### config.mk
export PLATFORM = sky130hd
export DESIGN_NAME = scene_control_multi_flat
export DESIGN_NICKNAME = d
export VERILOG_FILES = /design/src/rtl/scene_control_multi_if.sv /design/src/rtl/scene_control_multi.sv /design/src/flat_wrapper.sv
export SDC_FILE = /design/constraint.sdc
export NUM_CORES = 1
export LEC_CHECK = 0
export CORE_UTILIZATION = 30
export DETAILED_ROUTE_END_ITERATION = 8
export HOLD_SLACK_MARGIN = 0.05
export PLACE_DENSITY = 0.65
export SYNTH_ARGS = -nofsm -noshare
export SYNTH_HDL_FRONTEND = slang
export SYNTH_SLANG_ARGS = --single-unit
export TNS_END_PERCENT = 20
### constraint.sdc
create_clock -name clk -period 3 [get_ports clk]
set_input_delay 0.45 -clock clk [delete_from_list [all_inputs] [get_ports clk]]
set_output_delay 0.45 -clock clk [all_outputs]
set_load 0.005 [all_outputs]
### src/rtl/scene_control_multi_if.sv
// rtl/scene_control_multi_if.sv - game-state bundle between game logic and the scene controller
interface scene_control_multi_if #(
  parameter int NUM_GHOSTS = 2,
  parameter int COORD_W    = 10,
  parameter int DOT_W      = 6,
  parameter int POWER_W    = 3
);
  // Inputs to the scene controller
  logic                          tick;
  logic                          enter;
  logic [COORD_W-1:0]            pac_x;
  logic [COORD_W-1:0]            pac_y;
  logic [NUM_GHOSTS*COORD_W-1:0] ghost_x;
  logic [NUM_GHOSTS*COORD_W-1:0] ghost_y;
  logic [POWER_W-1:0]            power_cnt;
  logic [DOT_W-1:0]              dot_cnt;

  // Outputs from the scene controller
  logic [2:0]                    scene;
  logic [2:0]                    lives;
  logic [NUM_GHOSTS-1:0]         ghost_eaten;
  logic                          respawn;
  logic                          new_game;

  // Game side: drives positions, counters and buttons, consumes scene/pulses
  modport master (
    output tick, enter, pac_x, pac_y, ghost_x, ghost_y, power_cnt, dot_cnt,
    input  scene, lives, ghost_eaten, respawn, new_game
  );

  // Scene controller side
  modport slave (
    input  tick, enter, pac_x, pac_y, ghost_x, ghost_y, power_cnt, dot_cnt,
    output scene, lives, ghost_eaten, respawn, new_game
  );
endinterface

### src/rtl/scene_control_multi.sv
// rtl/scene_control_multi.sv - start/play/win/lose/dying scene sequencer with lives and ghost collisions
module scene_control_multi #(
  parameter int NUM_GHOSTS  = 2,
  parameter int COORD_W     = 10,
  parameter int DOT_W       = 6,
  parameter int POWER_W     = 3,
  parameter int LIVES       = 3,
  parameter int DEATH_TICKS = 60
) (
  input  logic                  clk,
  input  logic                  rst,
  scene_control_multi_if.slave  bus
);

  localparam logic [2:0] SCENE_START = 3'd0;
  localparam logic [2:0] SCENE_PLAY  = 3'd1;
  localparam logic [2:0] SCENE_WIN   = 3'd2;
  localparam logic [2:0] SCENE_LOSE  = 3'd3;
  localparam logic [2:0] SCENE_DYING = 3'd4;

  localparam logic [2:0] LIVES_INIT  = 3'(LIVES);
  localparam logic [7:0] TIMER_LAST  = 8'(DEATH_TICKS - 1);

  // Registered state
  logic                  enter_q;
  logic [2:0]            scene_q;
  logic [2:0]            lives_q;
  logic [7:0]            timer_q;
  logic [NUM_GHOSTS-1:0] eaten_q;
  logic                  respawn_q;
  logic                  new_game_q;

  // Next-state values
  logic [2:0]            scene_d;
  logic [2:0]            lives_d;
  logic [7:0]            timer_d;
  logic [NUM_GHOSTS-1:0] eaten_d;
  logic                  respawn_d;
  logic                  new_game_d;

  // Decoded conditions
  logic                  enter_rise;
  logic [NUM_GHOSTS-1:0] hit;
  logic                  any_hit;
  logic                  powered;
  logic                  dots_clear;
  logic                  death_done;

  assign enter_rise = bus.enter & ~enter_q;
  assign any_hit    = |hit;
  assign powered    = (bus.power_cnt != '0);
  assign dots_clear = (bus.dot_cnt == '0);
  assign death_done = bus.tick && (timer_q == TIMER_LAST);

  assign bus.scene       = scene_q;
  assign bus.lives       = lives_q;
  assign bus.ghost_eaten = eaten_q;
  assign bus.respawn     = respawn_q;
  assign bus.new_game    = new_game_q;

  // Delay enter by one cycle so only a 0->1 transition advances a scene
  always_ff @(posedge clk or posedge rst) begin
    if (rst) begin
      enter_q <= 1'b0;
    end else begin
      enter_q <= bus.enter;
    end
  end

  // Exact-coordinate collision test of pacman against every ghost channel
  always_comb begin
    hit = '0;
    for (int i = 0; i < NUM_GHOSTS; i++) begin
      hit[i] = (bus.pac_x == bus.ghost_x[i*COORD_W +: COORD_W]) &&
               (bus.pac_y == bus.ghost_y[i*COORD_W +: COORD_W]);
    end
  end

  // Scene transition logic; pulses default low so they last exactly one cycle
  always_comb begin
    scene_d    = scene_q;
    lives_d    = lives_q;
    timer_d    = timer_q;
    eaten_d    = '0;
    respawn_d  = 1'b0;
    new_game_d = 1'b0;

    case (scene_q)
      SCENE_START: begin
        if (enter_rise) begin
          scene_d    = SCENE_PLAY;
          lives_d    = LIVES_INIT;
          new_game_d = 1'b1;
        end
      end

      SCENE_PLAY: begin
        // Clearing the last dot wins even if a ghost is touched in that same cycle
        if (dots_clear) begin
          scene_d = SCENE_WIN;
        end else if (any_hit && !powered) begin
          // lives is always >= 1 while playing, so this cannot wrap
          scene_d = SCENE_DYING;
          lives_d = lives_q - 3'd1;
          timer_d = 8'd0;
        end else if (any_hit && powered) begin
          eaten_d = hit;
        end
      end

      SCENE_DYING: begin
        if (death_done) begin
          if (lives_q == 3'd0) begin
            scene_d = SCENE_LOSE;
          end else begin
            scene_d   = SCENE_PLAY;
            respawn_d = 1'b1;
          end
        end else if (bus.tick) begin
          timer_d = timer_q + 8'd1;
        end
      end

      SCENE_WIN, SCENE_LOSE: begin
        // Lives stay as they are here; they reload on the way into PLAY
        if (enter_rise) begin
          scene_d = SCENE_START;
        end
      end

      default: begin
        scene_d = SCENE_START;
      end
    endcase
  end

  // Scene, lives, death timer and output pulse registers
  always_ff @(posedge clk or posedge rst) begin
    if (rst) begin
      scene_q    <= SCENE_START;
      lives_q    <= LIVES_INIT;
      timer_q    <= 8'd0;
      eaten_q    <= '0;
      respawn_q  <= 1'b0;
      new_game_q <= 1'b0;
    end else begin
      scene_q    <= scene_d;
      lives_q    <= lives_d;
      timer_q    <= timer_d;
      eaten_q    <= eaten_d;
      respawn_q  <= respawn_d;
      new_game_q <= new_game_d;
    end
  end

endmodule
### src/flat_wrapper.sv
// flat-port wrapper written by rule: the top's interface ports become plain ports
module scene_control_multi_flat 
#(
  parameter int NUM_GHOSTS  = 2,
  parameter int COORD_W     = 10,
  parameter int DOT_W       = 6,
  parameter int POWER_W     = 3,
  parameter int LIVES       = 3,
  parameter int DEATH_TICKS = 60
)
  (clk, rst, bus_tick, bus_enter, bus_pac_x, bus_pac_y, bus_ghost_x, bus_ghost_y, bus_power_cnt, bus_dot_cnt, bus_scene, bus_lives, bus_ghost_eaten, bus_respawn, bus_new_game);
  scene_control_multi_if #(.NUM_GHOSTS(NUM_GHOSTS), .COORD_W(COORD_W), .DOT_W(DOT_W), .POWER_W(POWER_W)) bus_i ();
  input  logic clk;
  input  logic rst;
  input wire logic [$bits(bus_i.tick)-1:0] bus_tick;
  input wire logic [$bits(bus_i.enter)-1:0] bus_enter;
  input wire logic [$bits(bus_i.pac_x)-1:0] bus_pac_x;
  input wire logic [$bits(bus_i.pac_y)-1:0] bus_pac_y;
  input wire logic [$bits(bus_i.ghost_x)-1:0] bus_ghost_x;
  input wire logic [$bits(bus_i.ghost_y)-1:0] bus_ghost_y;
  input wire logic [$bits(bus_i.power_cnt)-1:0] bus_power_cnt;
  input wire logic [$bits(bus_i.dot_cnt)-1:0] bus_dot_cnt;
  output wire logic [$bits(bus_i.scene)-1:0] bus_scene;
  output wire logic [$bits(bus_i.lives)-1:0] bus_lives;
  output wire logic [$bits(bus_i.ghost_eaten)-1:0] bus_ghost_eaten;
  output wire logic [$bits(bus_i.respawn)-1:0] bus_respawn;
  output wire logic [$bits(bus_i.new_game)-1:0] bus_new_game;
  assign bus_i.tick = bus_tick;
  assign bus_i.enter = bus_enter;
  assign bus_i.pac_x = bus_pac_x;
  assign bus_i.pac_y = bus_pac_y;
  assign bus_i.ghost_x = bus_ghost_x;
  assign bus_i.ghost_y = bus_ghost_y;
  assign bus_i.power_cnt = bus_power_cnt;
  assign bus_i.dot_cnt = bus_dot_cnt;
  assign bus_scene = bus_i.scene;
  assign bus_lives = bus_i.lives;
  assign bus_ghost_eaten = bus_i.ghost_eaten;
  assign bus_respawn = bus_i.respawn;
  assign bus_new_game = bus_i.new_game;
  scene_control_multi #(.NUM_GHOSTS(NUM_GHOSTS), .COORD_W(COORD_W), .DOT_W(DOT_W), .POWER_W(POWER_W), .LIVES(LIVES), .DEATH_TICKS(DEATH_TICKS)) u_core (.clk(clk), .rst(rst), .bus(bus_i));
endmodule
==> results.toml, run 1 <==
[critical_path]
crit_type = "reg2reg"
path_cells = "or3b_1 > a41o_4 > or3_1 > o211ai_2 > a32oi_1 > o21ai_1"
cpPeakStageDelay_ps = 550
cp.required_ps = 3190
critPathCaptureType = "register"
path_max_fanout = 11
r2r_setup_slack_ps = 630
cp-start-kind = "register"
cp.arrival_ps = 2550
crit_slowest_cell = "or3b_1"

[final_layout]
layout-drive-gt1-share = 0.04833
final_area_sq_um = 2554
syn2layout_area_growth_pct = 58.83
num_antenna_cells = 0
final_util = 0.4968
fin_nets = 346
final_cells = 339
final.fill_count = 523

[routing]
wl_microns = 4284
drc = 0
wl_per_cell_microns = 12.64
first_pass_iters = 4
viasPerCell = 4.885
drt-initial-drc-count = 44
vias = 1656
ant_nets = 0

[clock_network]
cts_sinks = 19
cts_tree = "yes"
cts_resized = 0
cts_made_buffers = 3
worstSkewPairLatency_ps = 260
clkTransAtPathRegs_ps = 70
post_cts_buffers = 0
ctsLongestPathBuffers = 2
cts_hold_buf = 0
cts_root_buf = "clkbuf_8"
htree_levels = 1

[yosys]
synth-edff-count = 0
synth_top_area_cell = "dfrtp_1"
synth_top_area_share = 0.2646
ys_seq_area_frac = 0.2973
syn_avg_cell_area_sq_um = 8.738
synth-seq-cells = 19
netlist_instances = 184
synthTopCellsByArea = "dfrtp_1 26%, xnor2_1 13%, xor2_1 8.7%, a21oi_1 3.7%, dfstp_2 3.3%"
synth_warnings = 0
syn_nets = 260
ys_types = 46
synth-main-ff-cell = "dfrtp_1"
netlist_area_sq_um = 1608
netlist_top_cells_count = "24 x xnor2_1, 17 x dfrtp_1, 16 x xor2_1, 12 x a21oi_1, 12 x nand2_1"
synthArstFlopShare = 1.000
yosysMostFrequentCell = "xnor2_1"

[power_and_ir_drop]
leakage_nw = 0.9546
intPower_uw = 606.7
p_sw_frac = 0.3175
pwr_density_cell_nw_per_um2 = 348.1
ir_drop_uv = 218.9
pwr-share-clk = 0.199
p_sw_uw = 282.2
finalPower_uw = 888.9
seqPwrFrac = 0.373
combPwrFrac = 0.428

[floorplanning]
rows = 26
core_area_sq_um = 5140
die_area_sq_um = 5656
chipWidth_microns = 75.21
die_y_microns = 75.21
initial_core_util = 0.3128
io_pins = 83

[placed_design]
gp_congestion = 0.7974
numPortBuffers = 82
post-dp-hpwl_microns = 3673
placed_area_sq_um = 2507
dp_cells = 335
place_ws_ps = 467.9

[sta]
rsz0062_at_grt = "false"
timing.final.ws_setup_ps = 634.5
setup_tns_ps = 0
fin_worst_hold_slack_ps = 586.1
max_slew_margin = 0.5303
min_period_over_period = 0.7885
clock-skew-final_ps = 6.172
setup_violations = 0
clock.fmax_ghz = 0.4227
period_needed_ps = 2365
worst_pin_slew_ps = 703.7
report.final.hold_viol_count = 0
final-max-slew-violation-count = 0

[global_routing]
grt_max_degree = 20
grt_usage = 0.1676
grt.overflow.total = 0
grt_pass1_vias = 1602
antenna_found_initial = 0
grt_pass1_wl_microns = 7169

[flow_run]
cap_viol_max_count = 0

[run_status]
status = "complete, no violations"

[worst_hold_path]
hp-class = "reg2reg"
==> critical path, delay by kind of cell, from the launching register on <==
family	cells	cell delay (ps)
and+or+nand+nor	2	1050
AOI/OAI and AO/OA	4	730
DFF	1	510
==> metal layers <==
metal,vias to the layer above,routed length (microns),track usage
met1,716,1735,0.2021
li1,853,-,-
met3,4,387,0.05221
met2,83,2144,0.2953
met4,0,17,0.03292
met5,-,0,0
==> state kept, by name, indices dropped and copies added (netlist names) <==
name and cells:
u_core.bus.scene 3, u_core.bus.ghost_eaten 2, u_core.bus.lives 3, u_core.bus.respawn 1
u_core.timer_q 8, u_core.bus.new_game 1, u_core.enter_q 1
==> area by class of cell <==
| cell class | count | area [sq um] | area share |
|---|---|---|---|
| inverters | 4 | 15.01 | 0.005879 |
| clock buffers | 3 | 41.29 | 0.01617 |
| flip-flops and latches | 19 | 478.0 | 0.1872 |
| well taps | 70 | 87.58 | 0.03430 |
| repair buffers | 86 | 850.8 | 0.3332 |
| clock inverters | 1 | 5.005 | 0.001960 |
| multi-input cells | 156 | 1076 | 0.4214 |
==> worst paths after layout <==
path | cells after the start | end | from
setup / recovery | 6 | u_core.timer_q[7]$_DFFE_PP0P_ | u_core.bus.scene[2]$_DFFE_PP0P_
hold / removal | 2 | u_core.timer_q[0]$_DFFE_PP0P_ | u_core.timer_q[0]$_DFFE_PP0P_
setup reg to reg | 6 | u_core.timer_q[7]$_DFFE_PP0P_ | u_core.bus.scene[2]$_DFFE_PP0P_
hold reg to reg | 2 | u_core.timer_q[0]$_DFFE_PP0P_ | u_core.timer_q[0]$_DFFE_PP0P_
max in group asynchronous | 2 | u_core.timer_q[2]$_DFFE_PP0P_ | rst
min in group asynchronous | 2 | u_core.timer_q[5]$_DFFE_PP0P_ | rst
==> kinds of logic after synthesis <==
| group | share of synthesized area |
|---|---|
| simple gates | 0.2358 |
| flops | 0.2973 |
| compound gates | 0.1922 |
| fa+ha+maj | 0.02335 |
| buf+inv | 0.03346 |
| xor+xnor | 0.2179 |
==> cell usage in the layout, fill, tap and decap left out, types with 2 or more instances in the layout <==
cell type	netlist	layout
a2111oi_0	2	2
a211oi_1	2	2
a21o_1	3	3
a21oi_1	12	12
a32oi_1	2	2
and3_1	3	3
buf_4	1	4
clkbuf_8	0	3
clkdlybuf4s50_1	0	82
dfrtp_1	17	17
dfstp_2	2	2
ha_1	3	3
inv_1	4	4
nand2_1	12	12
nand2b_1	2	2
nand3_1	8	8
nand4_1	6	6
nor2_1	7	7
nor3_1	9	9
nor3b_1	4	4
nor4_1	7	7
o21ai_1	6	6
o22ai_1	4	4
o31ai_1	2	2
or3_1	3	3
or3b_1	2	2
xnor2_1	24	24
xor2_1	16	16
==> power by group through the flow <==
stage,registers (mW),clock network [mW],logic (mW)
4_1_cts,0.331,0.184,0.384
5_1_grt,0.338,0.193,0.424
3_3_place_gp,0.336,0,0.381
2_1_floorplan,0.329,0,0.188
6_report,0.331,0.177,0.380
3_5_place_dp,0.336,0,0.382
Note: power is estimated with default switching activity, not from simulation.
==> run 2, diff against run 1 <==
clock period = 2.3 ns   (was 3 ns; I/O delays follow)
==> run 2 against run 1 <==
  * Clock power increased by 33%
  * First-iteration DRC count increased by 120%
  * Largest cell class unchanged
  * Highest routed layer unchanged
  * Clock-buffer cell count unchanged
  * Final cell count increased by 3.2%
  * Global-route usage increased by 0.97 points
  * Sequential power increased by 26%
  * Wire length increased by 5.2%
==> results.toml, run 2 (synthesis gave the netlist of run 1 again) <==
[run_status]
status = "complete, no violations"

[clock_network]
ctsLongestPathBuffers = 2
clkTransAtPathRegs_ps = 70
cts_sinks = 19
cts_root_buf = "clkbuf_8"
cts_resized = 0
cts_tree = "yes"
cts_made_buffers = 3
post_cts_buffers = 0
worstSkewPairLatency_ps = 260
cts_hold_buf = 0
htree_levels = 1

[final_layout]
largest_reg_flops = 8
top_register = "u_core.timer_q"
fin_nets = 357
final_cell_mix = "82 x clkdlybuf4s50_1, 24 x xnor2_1, 17 x dfrtp_1, 16 x xor2_1, 15 x buf_4"
syn2layout_area_growth_pct = 63.97
final_common_cell = "clkdlybuf4s50_1"
layout-drive-gt1-share = 0.08571
final.fill_count = 550
final_cells = 350
num_antenna_cells = 0

[floorplanning]
die_y_microns = 75.21
die_area_sq_um = 5656
io_pins = 83
rows = 26
core_area_sq_um = 5140
chipWidth_microns = 75.21
initial_core_util = 0.3128

[sta]
clock-skew-final_ps = 3.574
rsz0062_at_grt = "false"
fin_worst_hold_slack_ps = 516.8
max_slew_margin = 0.5143
worst_pin_slew_ps = 727.8
setup_violations = 0
clock.fmax_ghz = 0.4833
min_period_over_period = 0.8997
period_needed_ps = 2069
setup_tns_ps = 0
report.final.hold_viol_count = 0
final-max-slew-violation-count = 0

[critical_path]
path_max_fanout = 7
critPathCaptureType = "register"
crit_type = "reg2reg"
cp-start-kind = "register"
cp.arrival_ps = 2260
cp.required_ps = 2490

[routing]
drt-initial-drc-count = 97
wl_per_cell_microns = 12.87
drc = 0
vias = 1752
viasPerCell = 5.006
ant_nets = 0
wl_microns = 4506
first_pass_iters = 4

[worst_hold_path]
hp-class = "in2async"

[global_routing]
grt_pass1_wl_microns = 7693
grt.overflow.total = 0
grt_max_degree = 20
grt_pass1_vias = 1748
antenna_found_initial = 0
grt_usage = 0.1773

[placed_design]
post-dp-hpwl_microns = 3819
numPortBuffers = 82
dp_cells = 346
gp_congestion = 0.7823

[power_and_ir_drop]
pwr_density_cell_nw_per_um2 = 452.2
ir_drop_uv = 212.4
leakage_nw = 1.008
finalPower_mw = 1.192

[flow_run]
cap_viol_max_count = 0
## run 2: changes by cell type in the layout (fill, tap and decap cells not counted)
| cell | previous run | this run |
|---|---|---|
| buf_4 | 4 | 15 |
## run 2: final timing paths
kind	start	endpoint	slack, ps	cells after the start
setup / recovery	u_core.timer_q[0]$_DFFE_PP0P_	u_core.timer_q[7]$_DFFE_PP0P_	230	7
hold / removal	rst	u_core.bus.scene[0]$_DFFE_PP0P_	520	2
setup reg to reg	u_core.timer_q[0]$_DFFE_PP0P_	u_core.timer_q[7]$_DFFE_PP0P_	230	7
hold reg to reg	u_core.timer_q[1]$_DFFE_PP0P_	u_core.timer_q[1]$_DFFE_PP0P_	590	2
max in group asynchronous	rst	u_core.timer_q[3]$_DFFE_PP0P_	1320	2
min in group clk	bus_enter	u_core.enter_q$_DFF_PP0_	560	1
## run 2: metal layers
metal | global-route usage | up-vias | part of all wire
li1 | - | 876 | -
met1 | 0.2083 | 794 | 0.41
met2 | 0.3273 | 78 | 0.51
met3 | 0.03882 | 4 | 0.075
met4 | 0.04321 | 0 | 0.0064
met5 | 0 | - | 0
## run 2: power breakdown
group,total (mW),internal [mW],leakage (nW),switching [mW]
Clock,0.235,0.120,0.0255,0.114
Sequential,0.417,0.381,0.235,0.0361
Combinational,0.541,0.306,0.747,0.234
## run 2: critical path: stages, from the launching register on
cell	delay, ps
dfrtp_1	430
ha_1	250
and2_1	160
a41o_4	270
or3_1	500
o211ai_2	200
a32oi_1	110
o21ai_1	90
## run 2: cell type report
type	count	area (sq um)	area share
multi-input combinational	156	1076	0.4082
timing repair buffer	97	933.4	0.3541
sequential	19	478.0	0.1813
tap	70	87.58	0.03322
clock buffer	3	41.29	0.01566
inverter	4	15.01	0.005695
clock inverter	1	5.005	0.001898
## run 2: per-stage QoR
stage / util / worst slack, ps / instance area (sq um)
after floorplan: - / 166.3 / 1608
after global placement: 0.5039 / 96.35 / 2590
after detailed placement: 0.5039 / 45.62 / 2590
after CTS: 0.5129 / 214.8 / 2636
after global routing: 0.5129 / 119.3 / 2636
final: 0.5129 / 230.7 / 2636
